<file path="config.mk">
export PLATFORM = sky130hd
export DESIGN_NAME = ring_meas_sched
export DESIGN_NICKNAME = d
export VERILOG_FILES = /design/src/rtl/ring_meas_pkg.sv /design/src/rtl/ring_meas_sync.sv /design/src/rtl/ring_meas_sched.sv
export SDC_FILE = /design/constraint.sdc
export NUM_CORES = 1
export LEC_CHECK = 0
export BUFFER_PORTS_ARGS = -buffer_cell sky130_fd_sc_hd__buf_2
export CAP_MARGIN = 10
export CORE_AREA = 2 2 106 129
export DETAILED_ROUTE_END_ITERATION = 10
export DIE_AREA = 0 0 108 131
export GPL_TIMING_DRIVEN = 0
export PLACE_DENSITY = 0.64
export RECOVER_POWER = 25
export SLEW_MARGIN = 20
export SYNTH_ARGS = -nofsm -noshare
export SYNTH_HDL_FRONTEND = slang
export SYNTH_SLANG_ARGS = --single-unit
</file>
<file path="constraint.sdc">
create_clock -name i_clk -period 5.4 [get_ports i_clk]
set_clock_uncertainty 0.1 [all_clocks]
set_input_delay 1.62 -clock i_clk [delete_from_list [all_inputs] [get_ports i_clk]]
set_output_delay 1.62 -clock i_clk [all_outputs]
set_load 0.05 [all_outputs]
</file>
<file path="src/rtl/ring_meas_pkg.sv">
// Shared types and constants for the ring-oscillator measurement scheduler.
// Holds the FSM state encoding, window/retry constants and the grey-to-binary helper.
package ring_meas_pkg;

    typedef enum logic [2:0] {
        ST_IDLE    = 3'd0,
        ST_CLEAR   = 3'd1,
        ST_GATE    = 3'd2,
        ST_SETTLE  = 3'd3,
        ST_SAMPLE  = 3'd4,
        ST_PRESENT = 3'd5
    } state_e;

    localparam int unsigned WIN_BASE  = 16;
    localparam int unsigned RETRY_MAX = 3;
    // Wide enough for the longest window, 16 << 15 cycles.
    localparam int unsigned CNT_W     = 20;

    // Each binary bit is the XOR of the grey bit at that position and all bits above it.
    function automatic logic [31:0] grey2bin(input logic [31:0] g);
        logic [31:0] b;
        b = '0;
        for (int unsigned i = 0; i < 32; i++) begin
            b[i] = ^(g >> i);
        end
        return b;
    endfunction

endpackage

</file>
<file path="src/rtl/ring_meas_sync.sv">
// Parameterised-width two-flop synchroniser for the asynchronous ring grey count.
// Reset clears both stages to zero.
module ring_meas_sync #(
    parameter int unsigned pW = 15
) (
    input  logic          clk_i,
    input  logic          rst_i,
    input  logic [pW-1:0] d_i,
    output logic [pW-1:0] q_o
);

    logic [pW-1:0] meta_q;
    logic [pW-1:0] sync_q;

    always_ff @(posedge clk_i or posedge rst_i) begin
        if (rst_i) begin
            meta_q <= '0;
            sync_q <= '0;
        end else begin
            meta_q <= d_i;
            sync_q <= meta_q;
        end
    end

    assign q_o = sync_q;

endmodule

</file>
<file path="src/rtl/ring_meas_sched.sv">
// Round-robin ring-oscillator measurement scheduler: clear, gate, settle, sample, present.
// Optional macro RING_MEAS_STABLE_EN enables the sample-stability retry and o_err reporting.
module ring_meas_sched #(
    parameter int unsigned pCHAN   = 5,
    parameter int unsigned pWIDTH  = 15,
    parameter int unsigned pSETTLE = 4
) (
    input  logic                       i_clk,
    input  logic                       i_rst,
    input  logic                       i_start,
    input  logic [pCHAN-1:0]           i_mask,
    input  logic [3:0]                 i_win,
    input  logic [pWIDTH-1:0]          i_grey,
    input  logic                       i_rdy,
    output logic [$clog2(pCHAN)-1:0]   o_sel,
    output logic [pCHAN-1:0]           o_clr,
    output logic [pCHAN-1:0]           o_gate,
    output logic [pWIDTH-1:0]          o_data,
    output logic [$clog2(pCHAN)-1:0]   o_ch,
    output logic                       o_vld,
    output logic                       o_err,
    output logic                       o_busy
);

    import ring_meas_pkg::*;

    localparam int unsigned SELW = $clog2(pCHAN);
    localparam logic [pCHAN-1:0] ONE_HOT0 = pCHAN'(1);

    state_e            state_q, state_d;
    logic [SELW-1:0]   ptr_q, ptr_d;
    logic [SELW-1:0]   sel_q, sel_d;
    logic [SELW-1:0]   ch_q, ch_d;
    logic [SELW-1:0]   ch_wrap;
    logic [SELW-1:0]   pick, idx;
    logic              pick_ok;
    logic [3:0]        win_q, win_d;
    logic [CNT_W-1:0]  cnt_q, cnt_d;
    logic [pWIDTH-1:0] data_q, data_d;
    logic [pWIDTH-1:0] grey_s;
`ifdef RING_MEAS_STABLE_EN
    logic [pWIDTH-1:0] grey_prev_q;
    logic [1:0]        retry_q, retry_d;
    logic              err_q, err_d;
`endif

    ring_meas_sync #(.pW(pWIDTH)) u_sync (
        .clk_i (i_clk),
        .rst_i (i_rst),
        .d_i   (i_grey),
        .q_o   (grey_s)
    );

    // Pointer advances on the transfer cycle so the same-cycle pick already sees it.
    assign ch_wrap = (ch_q == SELW'(pCHAN - 1)) ? '0 : ch_q + SELW'(1);

    always_comb begin
        ptr_d = ptr_q;
        if (state_q == ST_PRESENT && i_rdy) begin
            ptr_d = ch_wrap;
        end
    end

    always_comb begin
        pick    = '0;
        pick_ok = 1'b0;
        idx     = '0;
        for (int unsigned i = 0; i < pCHAN; i++) begin
            idx = SELW'((32'(ptr_d) + i) % pCHAN);
            if (!pick_ok && i_mask[idx]) begin
                pick    = idx;
                pick_ok = 1'b1;
            end
        end
    end

    always_comb begin
        state_d = state_q;
        sel_d   = sel_q;
        win_d   = win_q;
        cnt_d   = cnt_q;
        data_d  = data_q;
        ch_d    = ch_q;
`ifdef RING_MEAS_STABLE_EN
        retry_d = retry_q;
        err_d   = err_q;
`endif
        case (state_q)
            ST_IDLE: begin
                if (i_start && pick_ok) begin
                    state_d = ST_CLEAR;
                    sel_d   = pick;
                    win_d   = i_win;
                    cnt_d   = CNT_W'(pSETTLE - 1);
                end
            end
            ST_CLEAR: begin
                if (cnt_q == '0) begin
                    state_d = ST_GATE;
                    cnt_d   = (CNT_W'(WIN_BASE) << win_q) - CNT_W'(1);
                end else begin
                    cnt_d = cnt_q - CNT_W'(1);
                end
            end
            ST_GATE: begin
                if (cnt_q == '0) begin
                    state_d = ST_SETTLE;
                    cnt_d   = CNT_W'(pSETTLE - 1);
                end else begin
                    cnt_d = cnt_q - CNT_W'(1);
                end
            end
            ST_SETTLE: begin
                if (cnt_q == '0) begin
                    state_d = ST_SAMPLE;
`ifdef RING_MEAS_STABLE_EN
                    retry_d = '0;
`endif
                end else begin
                    cnt_d = cnt_q - CNT_W'(1);
                end
            end
            ST_SAMPLE: begin
                data_d = pWIDTH'(grey2bin(32'(grey_s)));
                ch_d   = sel_q;
`ifdef RING_MEAS_STABLE_EN
                if (grey_s == grey_prev_q) begin
                    err_d   = 1'b0;
                    state_d = ST_PRESENT;
                end else if (retry_q == 2'(RETRY_MAX - 1)) begin
                    err_d   = 1'b1;
                    state_d = ST_PRESENT;
                end else begin
                    retry_d = retry_q + 2'd1;
                end
`else
                state_d = ST_PRESENT;
`endif
            end
            ST_PRESENT: begin
                if (i_rdy) begin
                    state_d = ST_IDLE;
                    if (i_start && pick_ok) begin
                        state_d = ST_CLEAR;
                        sel_d   = pick;
                        win_d   = i_win;
                        cnt_d   = CNT_W'(pSETTLE - 1);
                    end
                end
            end
            default: state_d = ST_IDLE;
        endcase
    end

    always_ff @(posedge i_clk or posedge i_rst) begin
        if (i_rst) begin
            state_q <= ST_IDLE;
            ptr_q   <= '0;
            sel_q   <= '0;
            win_q   <= '0;
            cnt_q   <= '0;
            data_q  <= '0;
            ch_q    <= '0;
        end else begin
            state_q <= state_d;
            ptr_q   <= ptr_d;
            sel_q   <= sel_d;
            win_q   <= win_d;
            cnt_q   <= cnt_d;
            data_q  <= data_d;
            ch_q    <= ch_d;
        end
    end

`ifdef RING_MEAS_STABLE_EN
    always_ff @(posedge i_clk or posedge i_rst) begin
        if (i_rst) begin
            grey_prev_q <= '0;
            retry_q     <= '0;
            err_q       <= 1'b0;
        end else begin
            grey_prev_q <= grey_s;
            retry_q     <= retry_d;
            err_q       <= err_d;
        end
    end
    assign o_err = err_q;
`else
    assign o_err = 1'b0;
`endif

    assign o_sel  = sel_q;
    assign o_clr  = (state_q == ST_CLEAR) ? (ONE_HOT0 << sel_q) : '0;
    assign o_gate = (state_q == ST_GATE)  ? (ONE_HOT0 << sel_q) : '0;
    assign o_data = data_q;
    assign o_ch   = ch_q;
    assign o_vld  = (state_q == ST_PRESENT);
    assign o_busy = (state_q != ST_IDLE);

endmodule

</file>
; Word-level counts from Yosys, hierarchy flattened
; Cells that the tools add are included.
[totals]
latch_bits = 0
word_cells = 116
out_inout_bits = 34
reg_bits = 81
mem_count = 0
rom_bits = 0
ram_bits = 0
[classes]
n_mul = 0
reduce_logical = 33
bitwise = 0
mux = 43
eq_ne = 12
shifts = 2
add_sub_neg = 7
div = 5
n_lt_le_gt_ge = 5
[ops]
columns = cell, count
row1 = XOR reduction 32 bit, 15
row2 = "remainder unit 32 x 3 -> 32 bit, second input constant", 4
row3 = two-way mux 20 bit, 5
row4 = one-hot mux 20 bit (5 select lines), 1
row5 = two-way mux 3 bit, 14
row6 = "subtractor 20 x 1 -> 20 bit, second input constant", 2
row7 = "remainder unit 3 x 3 -> 32 bit, second input constant", 1
row8 = zero test 20 bit, 1
row9 = "< comparator 3 x 4 -> 1 bit, second input constant", 5
row10 = "left shift 5 x 4 -> 20 bit, first input constant", 1
row11 = one-hot mux 3 bit (6 select lines), 1
row12 = binary-select mux 1 bit (select 3 bit), 5
row13 = "inequality test 2 bit, second input constant", 6
row14 = two-way mux 1 bit, 11
row15 = two-way mux 5 bit, 2
row16 = "== test 3 bit, second input constant", 3
row17 = "adder 3 x 2 -> 4 bit, second input constant", 2
row18 = two-way mux 4 bit, 2
row19 = one-hot mux 4 bit (2 select lines), 1
row20 = "== test 3 x 2 -> 1 bit, second input constant", 2
row21 = logical AND 1 bit, 6
row22 = one-hot mux 3 bit (2 select lines), 1
row23 = AND reduction 5 bit, 1
row24 = nonzero test 5 bit, 1
row25 = 11 further kinds, 14

; Longest topological paths before layout
[depth]
ltp_word = 23
depth_mapped = 27

; Cells and area by module
; A second synthesis with hierarchy kept.
[unflattened]
cells_unflattened = 605
area_unflattened_um2 = 5465.2
[by_module_without_submodules]
columns = module, cells_per_inst, area_each_um2, seq_area_each_um2, instances
row1 = ring_meas_sched, 574, 4710.8, 1276.2, 1
row2 = ring_meas_sync, 31, 754.5, 750.7, 1

; Least setup slack after synthesis
; Ideal clock, no wire load.
[synth_timing]
kind = input to register
from = input i_rdy
to = register sel_q[1] (netlist: o_sel[1])
required_ns = 5.175
cell_stages = 23
slack_ns = -1.535
path_buffers = 4
arrival_time_ns = 6.710
setup_time_ns = 0.125
cell_sequence = and4b_4 > mux2i_4 > buf_2 > buf_2 > buf_1 > ha_1 > buf_1 > inv_2 > ha_1 > nor2_1 > o21ai_0 > and3_1 > or2_2 > ha_1 > inv_1 > nor2_1 > o21ai_2 > mux2_1 > a22oi_2 > nand2_1 > and4_1 > a2111o_1 > mux2_2
[synth_between]
elab_chain_len = 22
word_cells_on_any_way = 45
[synth_rtl]
columns = element, line_no
row1 = "start, declared", ring_meas_sched.sv:14  ; input logic i_rdy,
row2 = "parallel branches: the longest is 22 deep, another holds remainder unit 32 x 3 -> 32 bit", --
row3 = "end signal, assigned", ring_meas_sched.sv:167  ; sel_q <= sel_d;
row4 = "end, declared", ring_meas_sched.sv:32  ; logic [SELW-1:0] sel_q, sel_d;
; Several ways; the timed one is not identified. The select of a mux whose other input is x is not followed.
; A chain may end at the register's enable or synchronous reset.

; Worst setup path after layout
; Ends and elaborated chain as after synthesis.

==> flow_summary.ini <==
[routing]
drt-wirelength-per-cell_um = 18.13
detail_route.first_pass.iterations = 5
first_iter_violations = 375
post_drt_via_cell_ratio = 5.927
drtAntennaViolNets = 0
final_wl_mm = 17.30
via_count = 5654
post-route-drc-count = 0

[synth]
synth_cells = 665
yosysWarningCount = 0
synth_area_mm2 = 0.005725
ys_dominant_reg_cell = sky130_fd_sc_hd__dfrtp_1
yosysSeqAreaShare_pct = 35.40
synth_enable_flop_cells = 0
synth.most_common_cell = sky130_fd_sc_hd__dfrtp_1
syn-mean-instance-area_um2 = 8.610
number_of_synthesized_register_bits = 81
netlist_top_cells_count = 81 x sky130_fd_sc_hd__dfrtp_1, 71 x sky130_fd_sc_hd__nor2_1, 57 x sky130_fd_sc_hd__nand2_1
yosys.area.top_type_share_pct = 35.40
yosys-top-cells-area = sky130_fd_sc_hd__dfrtp_1 35%, sky130_fd_sc_hd__nor2_1 4.7%, sky130_fd_sc_hd__a21oi_1 4.5%
synthDominantAreaCellType = sky130_fd_sc_hd__dfrtp_1
ys_async_sr_fraction_pct = 100.0
synthDistinctLibCells = 87
syn_nets = 712

[clocking]
holdBufCountCts = 0
clock_insertion_delay_worst_skew_ns = 0.34
ctsHtreeMaxLevel = 3
clock_sinks = 81
cts_tree = built
clk_transition_reported_paths_ns = 0.07
cts_max_path_buffers = 2
cts_buffer_count = 9
cts.root.buffer_cell = sky130_fd_sc_hd__clkbuf_16

[global_routing]
grt_antenna_before_repair = 0
first_global_vias = 5457
wire_length_of_the_first_global_routing_pass_mm = 27.39
globalRouteTotalUtil_pct = 24.90
pin_count_of_the_biggest_net_entering_global_routing = 55
globalRouteOverflowTotal = 0

[power_and_ir_drop]
p_comb_share_pct = 67.8
leakagePower_uw = 0.003258
p_per_area_mw_per_mm2 = 675.5
netSwitchingPower_uw = 2409
power_report.internal_total_uw = 2577
share_clk_of_total_power_pct = 13.7
seq_power_share_pct = 18.6
worst_ir_drop_vdd_uv = 379.1
switching_part_of_the_total_pct = 48.31

[floorplanning]
std_cell_rows = 46
core_area_mm2 = 0.01295
die-area_mm2 = 0.01415
die_height_um = 131
chipWidth_um = 108
floorplan.initialDensity_pct = 44.21
top_level_ports = 62

[placement]
placed_cells_incl_taps = 893
finalWeightedCongestion = 0.9748
place.port_buffers = 59
preCtsSetupSlack_ns = -1.756
dp_hpwl_mm = 12.07

[timing]
worst_pin_slew_ns = 1.385
period_minus_slack_ns = 5.577
fin_setup_tns_ns = -3.332
timing_max_transition_violations_final = 0
rsz0062_at_grt = yes
final_setup_violations = 26
maxClockFrequency_ghz = 0.1793
worst_slew_margin_rel_pct = 7.179
hold_viol_final = 0
layout_worst_path_cycle_share_pct = 103.3
fin_ws_ns = -0.1771

[final_layout]
layout-drive-gt1-share_pct = 29.26
flow.area_growth_from_synthesis_pct = 28.91
insertedDiodeCount = 0
final_net_count = 828
fill_cells = 1157
finish.cell_count_without_fillers = 954

[critical_path]
rr_worst_depth = 21
setup.worst_path.start_class = input pin
timing.critical_path.arrival_ns = 5.71
critPathKind = in -> reg
critical_path_required_ns = 5.53
worstPathMaxFanout = 7
critPathCaptureType = register

[min_path]
holdPathStages = 0
worstHoldPathType = reg -> reg

[outcome]
violated_checks = setup timing
status = finished with violations

[flow_run]
max_cap_violations = 0
==> layout make-up <==
cell class	instances	area, µm²	area share (%)
Timing Repair Buffer	109	732.0	9.917
Buffer	32	216.5	2.933
Sequential cell	81	2027	27.46
Multi-Input combinational cell	523	3751	50.82
Tap cell	168	210.2	2.848
Clock buffer	9	225.2	3.051
Clock inverter	7	106.4	1.441
Inverter	25	112.6	1.526
==> cells in the final DEF, fill, tap and decap left out, types with 7 or more instances in the layout <==
cell type                   netlist  final
sky130_fd_sc_hd__nand2b_1        12     10
sky130_fd_sc_hd__o21ai_1         13     16
sky130_fd_sc_hd__buf_2            4     60
sky130_fd_sc_hd__ha_1            19     12
sky130_fd_sc_hd__clkbuf_16        0      9
sky130_fd_sc_hd__buf_4            1     46
sky130_fd_sc_hd__mux2_2          16     11
sky130_fd_sc_hd__nor2b_1          8      7
sky130_fd_sc_hd__a21oi_1         51     47
sky130_fd_sc_hd__mux2i_1         11     10
sky130_fd_sc_hd__xnor2_1         13     13
sky130_fd_sc_hd__nand3_1         21     20
sky130_fd_sc_hd__dfrtp_1         81     81
sky130_fd_sc_hd__nor4_1           8      7
sky130_fd_sc_hd__clkbuf_1        20     15
sky130_fd_sc_hd__inv_1           21     16
sky130_fd_sc_hd__o21ai_0         33     27
sky130_fd_sc_hd__nor2_1          71     63
sky130_fd_sc_hd__nand2_1         57     55
sky130_fd_sc_hd__and3_1          11     10
sky130_fd_sc_hd__buf_8            0      7
sky130_fd_sc_hd__o211ai_1         8      8
sky130_fd_sc_hd__nor3_1          29     28
sky130_fd_sc_hd__xor2_1          10     10
==> power groups by stage <==
stage / Sequential (µW) / Clock [µW] / Combinational, µW
after floorplan: 1090 / 0 / 2020
after global placement: 922 / 0 / 2740
after detailed placement: 928 / 0 / 2820
after CTS: 920 / 691 / 3140
after global routing: 945 / 712 / 3630
final: 926 / 681 / 3380
==> sequential cells by signal, summed over array words and instances, names as in the netlist <==
signal,count
win_q,4
o_ch,3
ptr_q,3
o_data,15
u_sync.q_o,15
o_sel,3
u_sync.meta_q,15
cnt_q,20
state_q,3
==> stage by stage <==
stage	cell area, µm²	hold slack [ns]	power, µW	util, %
after CTS	7158	0.2488	4747	55.28
after global placement	6374	0.2315	3665	49.22
after detailed placement	6404	0.2347	3745	49.45
final	7381	0.2465	4986	57.00
after floorplan	5868	0.2312	3112	-
after global routing	7381	0.2533	5286	57.00
==> per-layer routing <==
metal	track usage [%]	routed length (µm)	vias to the layer above
met5	0	0	-
met4	12.07	690	0
met3	4.117	929	55
met2	43.99	8655	229
met1	29.39	7021	2696
li1	-	-	2674
==> worst max-delay path, cell delays in order <==
cell and delay, ns:
sky130_fd_sc_hd__buf_8 0.08, sky130_fd_sc_hd__and4b_4 0.30, sky130_fd_sc_hd__mux2i_4 0.32, sky130_fd_sc_hd__clkinv_4 0.09, sky130_fd_sc_hd__buf_12 0.14, sky130_fd_sc_hd__ha_4 0.17
sky130_fd_sc_hd__or3_4 0.35, sky130_fd_sc_hd__nand3_4 0.08, sky130_fd_sc_hd__ha_4 0.21, sky130_fd_sc_hd__nand2b_4 0.14, sky130_fd_sc_hd__nand2_2 0.08, sky130_fd_sc_hd__nor2_1 0.05
sky130_fd_sc_hd__a2111o_1 0.41, sky130_fd_sc_hd__or3_4 0.44, sky130_fd_sc_hd__a311oi_4 0.40, sky130_fd_sc_hd__nand4_4 0.18, sky130_fd_sc_hd__buf_6 0.17, sky130_fd_sc_hd__nand3_4 0.12
sky130_fd_sc_hd__inv_4 0.05, sky130_fd_sc_hd__mux2_4 0.29
==> kinds of logic (layout without fill, tap and decap cells) <==
| group | after synthesis | in the layout | synth area share [%] |
|---|---|---|---|
| muxes | 30 | 30 | 6.053 |
| buffers and inverters | 61 | 182 | 4.764 |
| adders and majority gates | 19 | 19 | 4.152 |
| other | 1 | 1 | 0.06550 |
| AOI/OAI and AO/OA | 191 | 191 | 22.79 |
| and+or+nand+nor | 258 | 258 | 22.86 |
| DFF | 81 | 81 | 35.40 |
| xor gates and xnor gates | 24 | 24 | 3.912 |
==> worst paths after layout <==
path / from / to / slack (ns)
max in group asynchronous: i_rst / o_data[8] / 2.93
hold / removal: u_sync.meta_q[4] / u_sync.q_o[4] / 0.25
setup reg to reg: o_ch[0] / o_sel[1] / 0.28
min in group asynchronous: i_rst / cnt_q[1] / 1.48
hold reg to reg: u_sync.meta_q[4] / u_sync.q_o[4] / 0.25
setup / recovery: i_rdy / o_sel[1] / -0.18
==> timing repair <==
item,4_1_cts,5_1_grt
resized for setup,52,33
endpoints found under the setup margin,28,28
setup buffers,28,21
pin swaps,19,25
gates cloned,1,0
Note: power is estimated with default switching activity, not from simulation.
